### src/rtl/ps2_pkg.sv
// Shared definitions for the device-side PS/2 transmitter: FSM states,
// frame bit positions, default timing and the frame bit lookup.
package ps2_pkg;

   typedef enum logic [2:0] {
      IDLE    = 3'd0,
      HOLDOFF = 3'd1,
      BIT_HI  = 3'd2,
      BIT_LO  = 3'd3,
      INHIBIT = 3'd4,
      GAP     = 3'd5
   } state_t;

   // Positions within the 11-bit frame
   localparam logic [3:0] START_IDX = 4'd0;
   localparam logic [3:0] PAR_IDX   = 4'd9;
   localparam logic [3:0] STOP_IDX  = 4'd10;

   // Default timing in system clock cycles (50 MHz -> 12.5 kHz PS2_CLK)
   localparam int HALF_CLKS_DEF = 2000;
   localparam int HOLD_CLKS_DEF = 2500;
   localparam int GAP_CLKS_DEF  = 4000;

   function automatic int max3(input int a, input int b, input int c);
      int m;
      m = (a > b) ? a : b;
      return (m > c) ? m : c;
   endfunction

   // Line level of frame bit idx: start 0, data LSB first, parity, stop 1
   function automatic logic frame_bit(input logic [7:0] data,
                                      input logic       par,
                                      input logic [3:0] idx);
      logic b;
      case (idx)
         START_IDX: b = 1'b0;
         PAR_IDX:   b = par;
         STOP_IDX:  b = 1'b1;
         default:   b = data[idx[2:0] - 3'd1];
      endcase
      return b;
   endfunction

endpackage

### src/rtl/ps2_sync2.sv
// Two-flop synchroniser for an asynchronous PS/2 pin level.
// Resets to the idle (released, high) line level.
module ps2_sync2 #(
   parameter logic RST_VAL = 1'b1
) (
   input  logic i_clk,
   input  logic i_rst_n,
   input  logic i_d,
   output logic o_q
);

   logic r_meta;
   logic r_q;

   // Double-register the pin to settle metastability
   always_ff @(posedge i_clk or negedge i_rst_n) begin
      if (!i_rst_n) begin
         r_meta <= RST_VAL;
         r_q    <= RST_VAL;
      end else begin
         r_meta <= i_d;
         r_q    <= r_meta;
      end
   end

   assign o_q = r_q;

endmodule

### src/rtl/ps2_device_tx.sv
// Device-side (keyboard end) PS/2 transmitter. Serialises bytes into
// 11-bit frames, generates PS2_CLK itself and drives both lines
// open-drain through *_oe (1 = pull low). A host pulling the clock low
// during a bit aborts the frame, which is then retransmitted in full.
// Optional build macro PS2_TX_ERRINJ_EN adds err_inj, which inverts the
// parity bit of the accepted byte (kept across retransmissions).
module ps2_device_tx
   import ps2_pkg::*;
#(
   parameter int HALF_CLKS = HALF_CLKS_DEF,
   parameter int HOLD_CLKS = HOLD_CLKS_DEF,
   parameter int GAP_CLKS  = GAP_CLKS_DEF
) (
   input  logic       CLOCK_50,
   input  logic       resetn,
   input  logic [7:0] tx_data,
   input  logic       tx_valid,
`ifdef PS2_TX_ERRINJ_EN
   input  logic       err_inj,
`endif
   output logic       tx_ready,
   input  logic       ps2_clk_in,
   input  logic       ps2_dat_in,
   output logic       ps2_clk_oe,
   output logic       ps2_dat_oe,
   output logic       busy,
   output logic       tx_done,
   output logic       tx_aborted
);

   localparam int MAX_CLKS = max3(HALF_CLKS, HOLD_CLKS, GAP_CLKS);
   localparam int CW       = $clog2(MAX_CLKS) + 1;

   localparam logic [CW-1:0] HALF_LD = CW'(HALF_CLKS);
   localparam logic [CW-1:0] HOLD_LD = CW'(HOLD_CLKS);
   localparam logic [CW-1:0] GAP_LD  = CW'(GAP_CLKS);
   // Inhibit is only trusted from the 3rd cycle of a high phase: the
   // released clock needs two synchroniser cycles to read back high.
   localparam logic [CW-1:0] INH_LD  = CW'(HALF_CLKS - 2);
   localparam logic [CW-1:0] ONE     = CW'(1);

   state_t        r_state;
   logic [CW-1:0] r_cnt;
   logic [3:0]    r_idx;
   logic [7:0]    r_data;
   logic          r_par;
   logic          r_clk_oe;
   logic          r_dat_oe;
   logic          r_done;
   logic          r_abort;

   logic          w_clk_s;
   logic          w_dat_s;
   logic          w_par;
   logic          w_last;
   logic          w_inh_win;
   logic [3:0]    w_idx_nxt;

   ps2_sync2 #(.RST_VAL(1'b1)) u_sync_clk (
      .i_clk   (CLOCK_50),
      .i_rst_n (resetn),
      .i_d     (ps2_clk_in),
      .o_q     (w_clk_s)
   );

   ps2_sync2 #(.RST_VAL(1'b1)) u_sync_dat (
      .i_clk   (CLOCK_50),
      .i_rst_n (resetn),
      .i_d     (ps2_dat_in),
      .o_q     (w_dat_s)
   );

`ifdef PS2_TX_ERRINJ_EN
   assign w_par = ~^tx_data ^ err_inj;
`else
   assign w_par = ~^tx_data;
`endif

   assign w_last    = (r_cnt == ONE);
   assign w_inh_win = (r_cnt <= INH_LD);
   assign w_idx_nxt = r_idx + 4'd1;

   // Frame FSM: one shared down-counter reloaded on every state entry
   always_ff @(posedge CLOCK_50 or negedge resetn) begin
      if (!resetn) begin
         r_state  <= IDLE;
         r_cnt    <= '0;
         r_idx    <= START_IDX;
         r_data   <= '0;
         r_par    <= 1'b0;
         r_clk_oe <= 1'b0;
         r_dat_oe <= 1'b0;
         r_done   <= 1'b0;
         r_abort  <= 1'b0;
      end else begin
         r_done  <= 1'b0;
         r_abort <= 1'b0;
         case (r_state)
            IDLE: begin
               r_clk_oe <= 1'b0;
               r_dat_oe <= 1'b0;
               if (tx_valid) begin
                  r_data  <= tx_data;
                  r_par   <= w_par;
                  r_cnt   <= HOLD_LD;
                  r_state <= HOLDOFF;
               end
            end

            HOLDOFF: begin
               if (w_clk_s && w_dat_s) begin
                  if (w_last) begin
                     r_idx    <= START_IDX;
                     r_cnt    <= HALF_LD;
                     r_clk_oe <= 1'b0;
                     r_dat_oe <= ~frame_bit(r_data, r_par, START_IDX);
                     r_state  <= BIT_HI;
                  end else begin
                     r_cnt <= r_cnt - ONE;
                  end
               end else begin
                  r_cnt <= HOLD_LD;
               end
            end

            BIT_HI: begin
               if (!w_clk_s && w_inh_win && (r_idx <= PAR_IDX)) begin
                  r_clk_oe <= 1'b0;
                  r_dat_oe <= 1'b0;
                  r_abort  <= 1'b1;
                  r_cnt    <= HOLD_LD;
                  r_state  <= INHIBIT;
               end else if (w_last) begin
                  r_clk_oe <= 1'b1;
                  r_cnt    <= HALF_LD;
                  r_state  <= BIT_LO;
               end else begin
                  r_cnt <= r_cnt - ONE;
               end
            end

            BIT_LO: begin
               if (w_last) begin
                  r_clk_oe <= 1'b0;
                  if (r_idx == STOP_IDX) begin
                     r_dat_oe <= 1'b0;
                     r_done   <= 1'b1;
                     r_cnt    <= GAP_LD;
                     r_state  <= GAP;
                  end else begin
                     r_idx    <= w_idx_nxt;
                     r_dat_oe <= ~frame_bit(r_data, r_par, w_idx_nxt);
                     r_cnt    <= HALF_LD;
                     r_state  <= BIT_HI;
                  end
               end else begin
                  r_cnt <= r_cnt - ONE;
               end
            end

            INHIBIT: begin
               r_clk_oe <= 1'b0;
               r_dat_oe <= 1'b0;
               if (w_clk_s) begin
                  if (w_last) begin
                     r_idx   <= START_IDX;
                     r_cnt   <= HOLD_LD;
                     r_state <= HOLDOFF;
                  end else begin
                     r_cnt <= r_cnt - ONE;
                  end
               end else begin
                  r_cnt <= HOLD_LD;
               end
            end

            GAP: begin
               r_clk_oe <= 1'b0;
               r_dat_oe <= 1'b0;
               if (w_last) begin
                  r_state <= IDLE;
               end else begin
                  r_cnt <= r_cnt - ONE;
               end
            end

            default: begin
               r_clk_oe <= 1'b0;
               r_dat_oe <= 1'b0;
               r_state  <= IDLE;
            end
         endcase
      end
   end

   assign tx_ready   = (r_state == IDLE);
   assign busy       = (r_state != IDLE);
   assign ps2_clk_oe = r_clk_oe;
   assign ps2_dat_oe = r_dat_oe;
   assign tx_done    = r_done;
   assign tx_aborted = r_abort;

endmodule

### config.mk
export PLATFORM = sky130hd
export DESIGN_NAME = ps2_device_tx
export DESIGN_NICKNAME = d
export VERILOG_FILES = /design/src/rtl/ps2_pkg.sv /design/src/rtl/ps2_sync2.sv /design/src/rtl/ps2_device_tx.sv
export SDC_FILE = /design/constraint.sdc
export NUM_CORES = 1
export LEC_CHECK = 0
export ABC_AREA = 1
export CAP_MARGIN = 20
export CORE_ASPECT_RATIO = 1.75
export CORE_UTILIZATION = 53
export CTS_CLUSTER_SIZE = 14
export DETAILED_ROUTE_END_ITERATION = 6
export GPL_TIMING_DRIVEN = 1
export MAX_ROUTING_LAYER = met4
export PLACE_DENSITY_LB_ADDON = 0.3
export SYNTH_ARGS = -nofsm -noshare
export SYNTH_HDL_FRONTEND = slang
export SYNTH_HIERARCHICAL = 1
export SYNTH_SLANG_ARGS = --single-unit
export TNS_END_PERCENT = 20
### constraint.sdc
create_clock -name CLOCK_50 -period 1.65 [get_ports CLOCK_50]
set_clock_uncertainty 0.05 [all_clocks]
set_input_delay 0.165 -clock CLOCK_50 [delete_from_list [all_inputs] [get_ports CLOCK_50]]
set_output_delay 0.165 -clock CLOCK_50 [all_outputs]
set_load 0.01 [all_outputs]
==> results.cfg, run 1 <==
[run_status]
run_status = finished, violations left
failed_checks = negative setup slack

[timing]
setup_viol = 21
fin_crit_sh_pct = 110.2
whs_ps = 227.3
tightest_slew_ps = 522.6
drv_slew = 0
fmax_mhz = 549.9
worst_slack_ps = -168.4
fin_crit_ps = 1818
worst_slew_margin_rel_pct = 65.16
hold_violations = 0
fin_setup_tns_ps = -2110
rsz0062_at_grt = true

[place]
dpl.hpwl_um = 6115
place_congestion = 1.031
portBuffers = 18
place_inst = 499

[detailed_routing]
wl_per_cell_um = 18.65
drt_iter0_drc = 208
antenna_left = 0
totalWireLength_um = 9772
via_count = 3068
route.detailed.drc = 0
dr.pass1.iters = 5
avgViaCountPerCell = 5.855

[layout]
multiInputGateArea_sq_mm = 0.001827
fillers = 273
drive_gt1_share_pct = 41.10
area_delta_synth_final_pct = 49.98
finalNonFillerCells = 524
seqCellArea_sq_um = 934.6
diodes = 0
nNetsFinal = 493

[setup_path]
crit_cells = 10
cp_cell_sequence = buf_4 > ha_1 > o21ai_2 > a21oi_4 > nand3_4 > nand2_4 > nor2_4 > nand3_2 > nand2_2 > inv_1
critical_path_buf_inv_count = 2
worstPathRequired_ps = 1790
crit_arrival_ps = 1960
cpLargestDelayFamily = simple AND/OR/NAND/NOR gates
reg2reg_depth = 10
critPathCaptureType = register
cp-start-kind = register
cp_slowest_stage_delay_ps = 430
worstSetupPathType = register to register
worst-path-max-fanout = 7
critPathSlowestCell = dfrtp_2

[yosys]
synth_area_sq_mm = 0.002611
syn_area_per_cell_sq_um = 7.077
synthAdderAreaFrac_pct = 4.312
synthCells = 369
synth-xor-area-share_pct = 6.037
yosysWarnings = 6
ys_ff_latch = 37
ys_async_sr_fraction_pct = 100.0
synth_edf_count = 0
muxShareOfSynthArea_pct = 3.450
synth_top_family_by_area = simple AND/OR/NAND/NOR gates
synth_top_area_share_pct = 31.62
synth_top_area_cell = dfrtp_1
synth_compound_area_share_pct = 4.983
synth_seq_area_share_pct = 35.65
syn-num-nets = 391
yosys.area_share.simple_pct = 37.37
synth_ff_type = dfrtp_1
ys_types = 28
synth_area_leaders = dfrtp_1 32%, nand2_1 18%, nand3_1 6.3%

[clock_tree]
cts_tree = built
clk_latency_ps = 290
cts_buffer_depth = 2
clock_sinks = 37
clkSlewWorstSetupHoldPaths_ps = 70
cts-root-buf = clkbuf_8
cts_buffers = 5
htreeDepth = 2

[grt]
antenna_found_initial = 0
grt_pass1_vias = 2982
grt_first_pass_wirelength_um = 13370
grt_max_degree = 22
grtUsageTotal_pct = 37.87
overflow = 0

[min_path]
holdPathStages = 1
hp-class = input pin to register

[die]
io_pins = 19
fp.dieH_um = 94.86
core_area_sq_mm = 0.004707
die_x_um = 55.06
dieArea_sq_mm = 0.005223
start_util_pct = 55.48
row_count = 33

[run]
max-cap-violations = 0

[pwr]
p_total_w = 0.007466
irDropWorstVdd_mv = 1.438
cellPowerDensity_mw_per_mm2 = 1906
p_leak_nw = 1.982
[sequential cells by signal (all words and copies together) (netlist names)]
register           cells
r_cnt                 13
r_data                 8
r_idx                  4
r_state                3
ps2_clk_oe             1
ps2_dat_oe             1
r_par                  1
tx_aborted             1
tx_done                1
u_sync_clk/o_q         1
u_sync_clk/r_meta      1
u_sync_dat/o_q         1
u_sync_dat/r_meta      1
[cells in the mapped netlist, types with 6 or more instances]
cell	number
nor2_1	38
nand2_1	123
xnor2_1	10
nor2_2	6
xor2_1	8
ha_1	9
inv_2	8
nand2_2	7
nand3_1	33
mux2_2	8
dfrtp_1	33
o21ai_0	12
inv_1	42
[area by class of cell]
class / count / share of cell area, %
Inverter: 50 / 4.856
Sequential cell: 37 / 23.87
Multi-Input combinational cell: 279 / 46.65
Timing Repair Buffer: 98 / 20.67
Tap cell: 52 / 1.661
Clock buffer: 8 / 2.300
[per-layer routing]
layer  GRT usage (%)  up-vias  wire [um]
met4           31.04        0        925
met2           62.95      164       5224
met5               -        -          0
met3           12.08       92        532
met1           32.08     1457       3090
li1                -     1355          -
[final timing paths]
kind	from	to	slack, ps
setup / recovery	r_idx[0]	r_cnt[8]	-170
hold / removal	ps2_dat_in	u_sync_dat/r_meta	230
setup reg to reg	r_idx[0]	r_cnt[8]	-170
hold reg to reg	u_sync_dat/r_meta	u_sync_dat/o_q	310
max in group asynchronous	resetn	r_idx[0]	650
min in group asynchronous	resetn	tx_done	330
[where the power goes]
group	switching (W)	internal [W]
combinational	0.00303	0.00225
clock	0.000334	0.000341
sequential	0.000272	0.00124
[stage by stage]
stage / util (%) / worst slack [ps] / cell area, sq um
detailed placement: 70.36 / -417.3 / 3312
floorplan: - / 6.155 / 2613
finish: 83.20 / -168.4 / 3916
global route: 83.20 / -443.3 / 3916
global placement: 70.36 / -419.1 / 3312
CTS: 76.48 / -130.9 / 3600
[cell families (layout without fill, tap and decap cells)]
group                      after synthesis  in the layout
buffers and inverters                   53            156
xor gates and xnor gates                18             18
muxes                                    8              8
adders and majority gates                9              9
DFF                                     37             37
AOI/OAI and AO/OA                       22             22
and+or+nand+nor                        222            222
[cells in the final DEF, fill, tap and decap left out, drive strengths merged, types with 2 or more instances in the layout]
cell,netlist,final
a21oi,6,6
buf,3,81
clkbuf,0,8
clkdlybuf4s50,0,15
dfrtp,33,33
dfstp,4,4
ha,9,9
inv,50,50
mux2,8,8
nand2,130,130
nand3,33,33
nand3b,2,2
nand4,6,6
nor2,48,48
nor3,2,2
o21ai,14,14
xnor2,10,10
xor2,8,8
[what timing repair did]
action	4_1_cts	5_1_grt
setup buffers	8	8
endpoints found under the hold margin	15	0
resized for setup	41	65
pin swaps	13	37
endpoints found under the setup margin	24	23
hold buffers	1	0
(Power assumes the default switching activity.)
==> run 2, diff against run 1 <==
CAP_MARGIN = not set   (was 20)
CORE_UTILIZATION = 58   (was 53)
DONT_BUFFER_PORTS = 1   (was not set)
SLEW_MARGIN = 20   (was not set)
==> results.cfg, run 2 (synthesized netlist as in run 1, its figures left out) <==
[run_status]
run_status = finished, violations left
failed_checks = negative setup slack

[layout]
nNetsFinal = 469
diodes = 0
drive_gt1_share_pct = 37.72
multiInputGateArea_sq_mm = 0.001743
area_delta_synth_final_pct = 39.34
layout_commonest_cell = nand2_1
fin_area_sq_mm = 0.003638
final_util_pct = 83.37
fillers = 234
top_regs = r_cnt (13), r_data (8), r_idx (4)
most-common-layout-cells = 105 x nand2_1, 57 x buf_4, 36 x inv_1, 30 x dfrtp_1, 29 x nor2_1
regMostFlops = r_cnt
largest_reg_flops = 13
seqCellArea_sq_um = 934.6
finalNonFillerCells = 499

[min_path]
hp-class = input pin to register
min_from = tx_valid
holdPathStages = 3

[grt]
grt_first_pass_wirelength_um = 12680
overflow = 0
grt_max_degree = 38
antenna_found_initial = 0
grtUsageTotal_pct = 37.62
grt_pass1_vias = 2870

[pwr]
pwr-share-comb_pct = 69.4
p_seq_share_pct = 21.7
irDropWorstVdd_mv = 1.535
p_switching_w = 0.003565
p_leak_nw = 1.880
p_int_w = 0.003633
clock_power_share_pct = 8.9
p_total_w = 0.007198
cellPowerDensity_mw_per_mm2 = 1978
switching_share_pct = 49.53

[timing]
worst_slew_margin_rel_pct = 76.20
fin_crit_sh_pct = 111.6
setup_viol = 29
whs_ps = 192.5
worst_slack_ps = -191.4
drv_slew = 0
tightest_slew_ps = 354.4
fin_crit_ps = 1841
fmax_mhz = 543.1
rsz0062_at_grt = true
hold_violations = 0

[setup_path]
r2r-start = r_cnt[1]
worst-path-max-fanout = 4
crit_cells = 11
cpLargestDelayFamily = simple AND/OR/NAND/NOR gates
cp_slowest_stage_delay_ps = 430
worstSetupPathType = register to register
critPathCaptureType = register
crit_arrival_ps = 1980
cp-start-kind = register
worstPathRequired_ps = 1790
crit_path_start = r_cnt[1]
cp_cell_sequence = inv_2 > ha_2 > nand2_1 > nor2_2 > nand2_2 > nand2_2 > nand2_1 > a21oi_1 > nand3_1 > nand2_1 > nand2_1
path_common_cell = nand2_1
reg2reg_depth = 11
critical_path_buf_inv_count = 1
critPathSlowestCell = dfrtp_1

[die]
row_count = 32
dieArea_sq_mm = 0.004785
core_area_sq_mm = 0.004364
die_x_um = 52.72
fp.dieH_um = 90.76
io_pins = 19
start_util_pct = 59.83

[clock_tree]
cts_buffer_depth = 2
clk_latency_ps = 290
cts_tree = built
htreeDepth = 2
clock_sinks = 37
cts_buffers = 5
clkSlewWorstSetupHoldPaths_ps = 80
cts-root-buf = clkbuf_8

[place]
place_congestion = 0.9717
place_inst = 472
portBuffers = 0
dpl.hpwl_um = 5636
dpl_cell_area_sq_mm = 0.003075

[detailed_routing]
via_count = 2956
totalWireLength_um = 9409
antenna_left = 0
drt_iter0_drc = 223
dr.pass1.iters = 5
route.detailed.drc = 0
avgViaCountPerCell = 5.924
wl_per_cell_um = 18.86

[run]
max-cap-violations = 0
run 2: cell types whose count changed in the layout (fill, tap and decap cells not counted), sizes merged, moves of 2 or more:
cell and change:
buf -18, clkbuf -3, dlygate4sd3 +10, clkinv +2, clkdlybuf4s50 -15
run 2: layout make-up:
class	instances	share of cell area, %
Clock buffer	5	1.891
Multi-Input combinational cell	279	47.90
Timing Repair Buffer	74	17.13
Tap cell	51	1.754
Sequential cell	37	25.69
Clock inverter	3	0.4814
Inverter	50	5.158
run 2: tightest hold or removal path: stages:
cell and delay (ps):
nand2_2 150, nand2_1 100, o21ai_0 80
run 2: path summary, 6_finish.rpt:
kind	end	slack, ps
worst max-delay path	r_cnt[4]	-190
worst min-delay path	r_par	190
worst max register to register	r_cnt[4]	-190
worst min register to register	u_sync_dat/o_q	310
max in group asynchronous	u_sync_clk/o_q	1010
min in group asynchronous	r_cnt[12]	280
run 2: metal layers:
layer  routed length, um  global-route usage (%)
met2                4788                   67.30
met3                 601                   4.209
met1                2951                   34.31
met4                1068                   26.10
met5                   0                       -
run 2: stage by stage:
| step | TNS, ps | worst slack (ps) |
|---|---|---|
| 2_1_floorplan | 0 | 6.155 |
| 3_3_place_gp | -5667 | -402.2 |
| 3_5_place_dp | -6191 | -415.7 |
| 4_1_cts | -1617 | -147.1 |
| 5_1_grt | -7058 | -425.9 |
| 6_report | -2807 | -191.4 |
run 2: what timing repair did:
action / CTS / global route
setup endpoints to repair: 24 / 32
cloned: 0 / 0
hold buffers: 12 / 0
buffers inserted: 5 / 2
endpoints found under the hold margin: 47 / 0
pin swaps: 13 / 20
gates resized for setup: 30 / 50
run 2: power groups by stage:
stage / clock [W] / combinational, W / sequential, W
2_1_floorplan: 0 / 0.00231 / 0.00151
6_report: 0.000643 / 0.00500 / 0.00156
3_5_place_dp: 0 / 0.00376 / 0.00150
4_1_cts: 0.000644 / 0.00408 / 0.00150
5_1_grt: 0.000685 / 0.00540 / 0.00158
3_3_place_gp: 0 / 0.00367 / 0.00149
==> run 3, diff against run 2 <==
CORE_MARGIN = 2   (was not set)
==> results.cfg, run 3 (synthesized netlist as in run 1, its figures left out) <==
[detailed_routing]
drt_iter0_drc = 238
totalWireLength_um = 9449
dr.pass1.iters = 5
route.detailed.drc = 0
wl_per_cell_um = 18.79
via_count = 2925
avgViaCountPerCell = 5.815
antenna_left = 0

[timing]
hold_violations = 0
tightest_slew_ps = 342.5
setup_viol = 21
worst_slew_margin_rel_pct = 77.09
rsz0062_at_grt = true
fmax_mhz = 560.2
fin_crit_ps = 1785
fin_crit_sh_pct = 108.2
worst_slack_ps = -135.0
fin_setup_tns_ps = -1380
drv_slew = 0

[min_path]
hp-class = input pin to register

[layout]
fin_area_sq_mm = 0.003747
largest_reg_flops = 13
nNetsFinal = 473
final_util_pct = 85.87
diodes = 0
layout_commonest_cell = nand2_1
regMostFlops = r_cnt
top_regs = r_cnt (13), r_data (8), r_idx (4)
most-common-layout-cells = 107 x nand2_1, 62 x buf_4, 36 x inv_1, 30 x nor2_1, 27 x dfrtp_1
drive_gt1_share_pct = 38.94
area_delta_synth_final_pct = 43.51

[clock_tree]
cts_buffer_depth = 2
clk_latency_ps = 290
htreeDepth = 2
cts_buffers = 5
clkSlewWorstSetupHoldPaths_ps = 80
cts_tree = built
cts-root-buf = clkbuf_8
clock_sinks = 37

[die]
dieArea_sq_mm = 0.005076
io_pins = 19
fp.dieH_um = 92.76
start_util_pct = 59.83
row_count = 32
die_x_um = 54.72
core_area_sq_mm = 0.004364

[setup_path]
worstSetupPathType = register to register
crit_arrival_ps = 1930
cp_slowest_stage_delay_ps = 550
worst-path-max-fanout = 4
cp-start-kind = register
path_common_cell = nand2_1
critical_path_buf_inv_count = 3
worstPathRequired_ps = 1790
cp_cell_sequence = nand2_1 > inv_1 > nor2_4 > nor2_1 > buf_4 > nand2_1 > nor2_1 > nand3_1 > nand2_1 > inv_1
critPathSlowestCell = dfstp_2
cpLargestDelayFamily = simple AND/OR/NAND/NOR gates
critPathCaptureType = register

[pwr]
irDropWorstVdd_mv = 1.603
cellPowerDensity_mw_per_mm2 = 1955
p_leak_nw = 1.894

[place]
place_congestion = 0.9673
portBuffers = 0
dpl.hpwl_um = 5737
dpl_cell_area_sq_mm = 0.003098

[grt]
gr-usage-met1_pct = 33.05
grt_max_degree = 38
grt_first_pass_wirelength_um = 12810
met2_usage_pct = 59.72
grtUsageMet3_pct = 7.097
grt_pass1_vias = 2888
busiest_layer = met2
grtUsageTotal_pct = 36.16
overflow = 0
antenna_found_initial = 0

[run_status]
failed_checks = negative setup slack
run_status = finished, violations left

[run]
max-cap-violations = 0
==> run 3: changes by cell type in the layout (fill, tap and decap cells not counted), sizes merged <==
cell      previous run  this run
clkbuf               5         8
clkinv               2         0
buf                 63        67
clkinvlp             1         0
==> run 3: final timing paths <==
path                                   startpoint             end  slack (ps)  depth (start not counted)
worst min-delay path                     tx_valid      r_state[0]         120                          3
worst max register to register     u_sync_clk/o_q       r_cnt[11]        -140                         10
min in group asynchronous                  resetn        r_cnt[8]         350                          2
worst min register to register  u_sync_clk/r_meta  u_sync_clk/o_q         310                          0
max in group asynchronous                  resetn  u_sync_clk/o_q         920                          2
worst max-delay path               u_sync_clk/o_q       r_cnt[11]        -140                         10
==> run 3: worst register-to-register path: stages (launching register included) <==
cell and delay, ps:
dfstp_2 550, nand2_1 70, inv_1 150, nor2_4 80
nor2_1 280, buf_4 190, nand2_1 60, nor2_1 100
nand3_1 80, nand2_1 60, inv_1 30
==> run 3: final cells by class <==
class / count / area (sq um)
repair buffers: 78 / 649.4
well taps: 51 / 63.81
flip-flops and latches: 37 / 938.4
clock buffers: 8 / 90.09
inverters: 50 / 192.7
fillers: 235 / 616.8
multi-input cells: 279 / 1813
==> run 3: what timing repair did <==
item | CTS | global route
hold endpoints to repair | 47 | 0
buffers inserted | 4 | 4
endpoints found under the setup margin | 21 | 32
gates resized for setup | 39 | 54
hold buffers | 12 | 0
pin swaps | 14 | 19
==> run 3: layer usage <==
| metal | part of all wire, % | routed length (um) |
|---|---|---|
| met2 | 52 | 4931 |
| met4 | 10 | 968 |
| met5 | 0 | 0 |
| met1 | 31 | 2938 |
| met3 | 6.5 | 611 |
==> run 3: stage by stage <==
stage | hold WS [ps] | std cells | worst slack (ps) | total power, W
detailed placement | -179.5 | 475 | -265.8 | 0.005276
floorplan | -180.6 | 369 | 6.155 | 0.003821
finish | 123.5 | 503 | -135.0 | 0.007325
global placement | -179.6 | 475 | -233.7 | 0.005176
CTS | 165.9 | 499 | -76.56 | 0.006359
global route | 129.6 | 503 | -298.8 | 0.007785
==> run 3: report_power, final <==
part,leakage [nW],switching (W),internal [W]
clock,0.0455,0.000331,0.000341
sequential,0.444,0.000329,0.00124
combinational,1.40,0.00292,0.00216
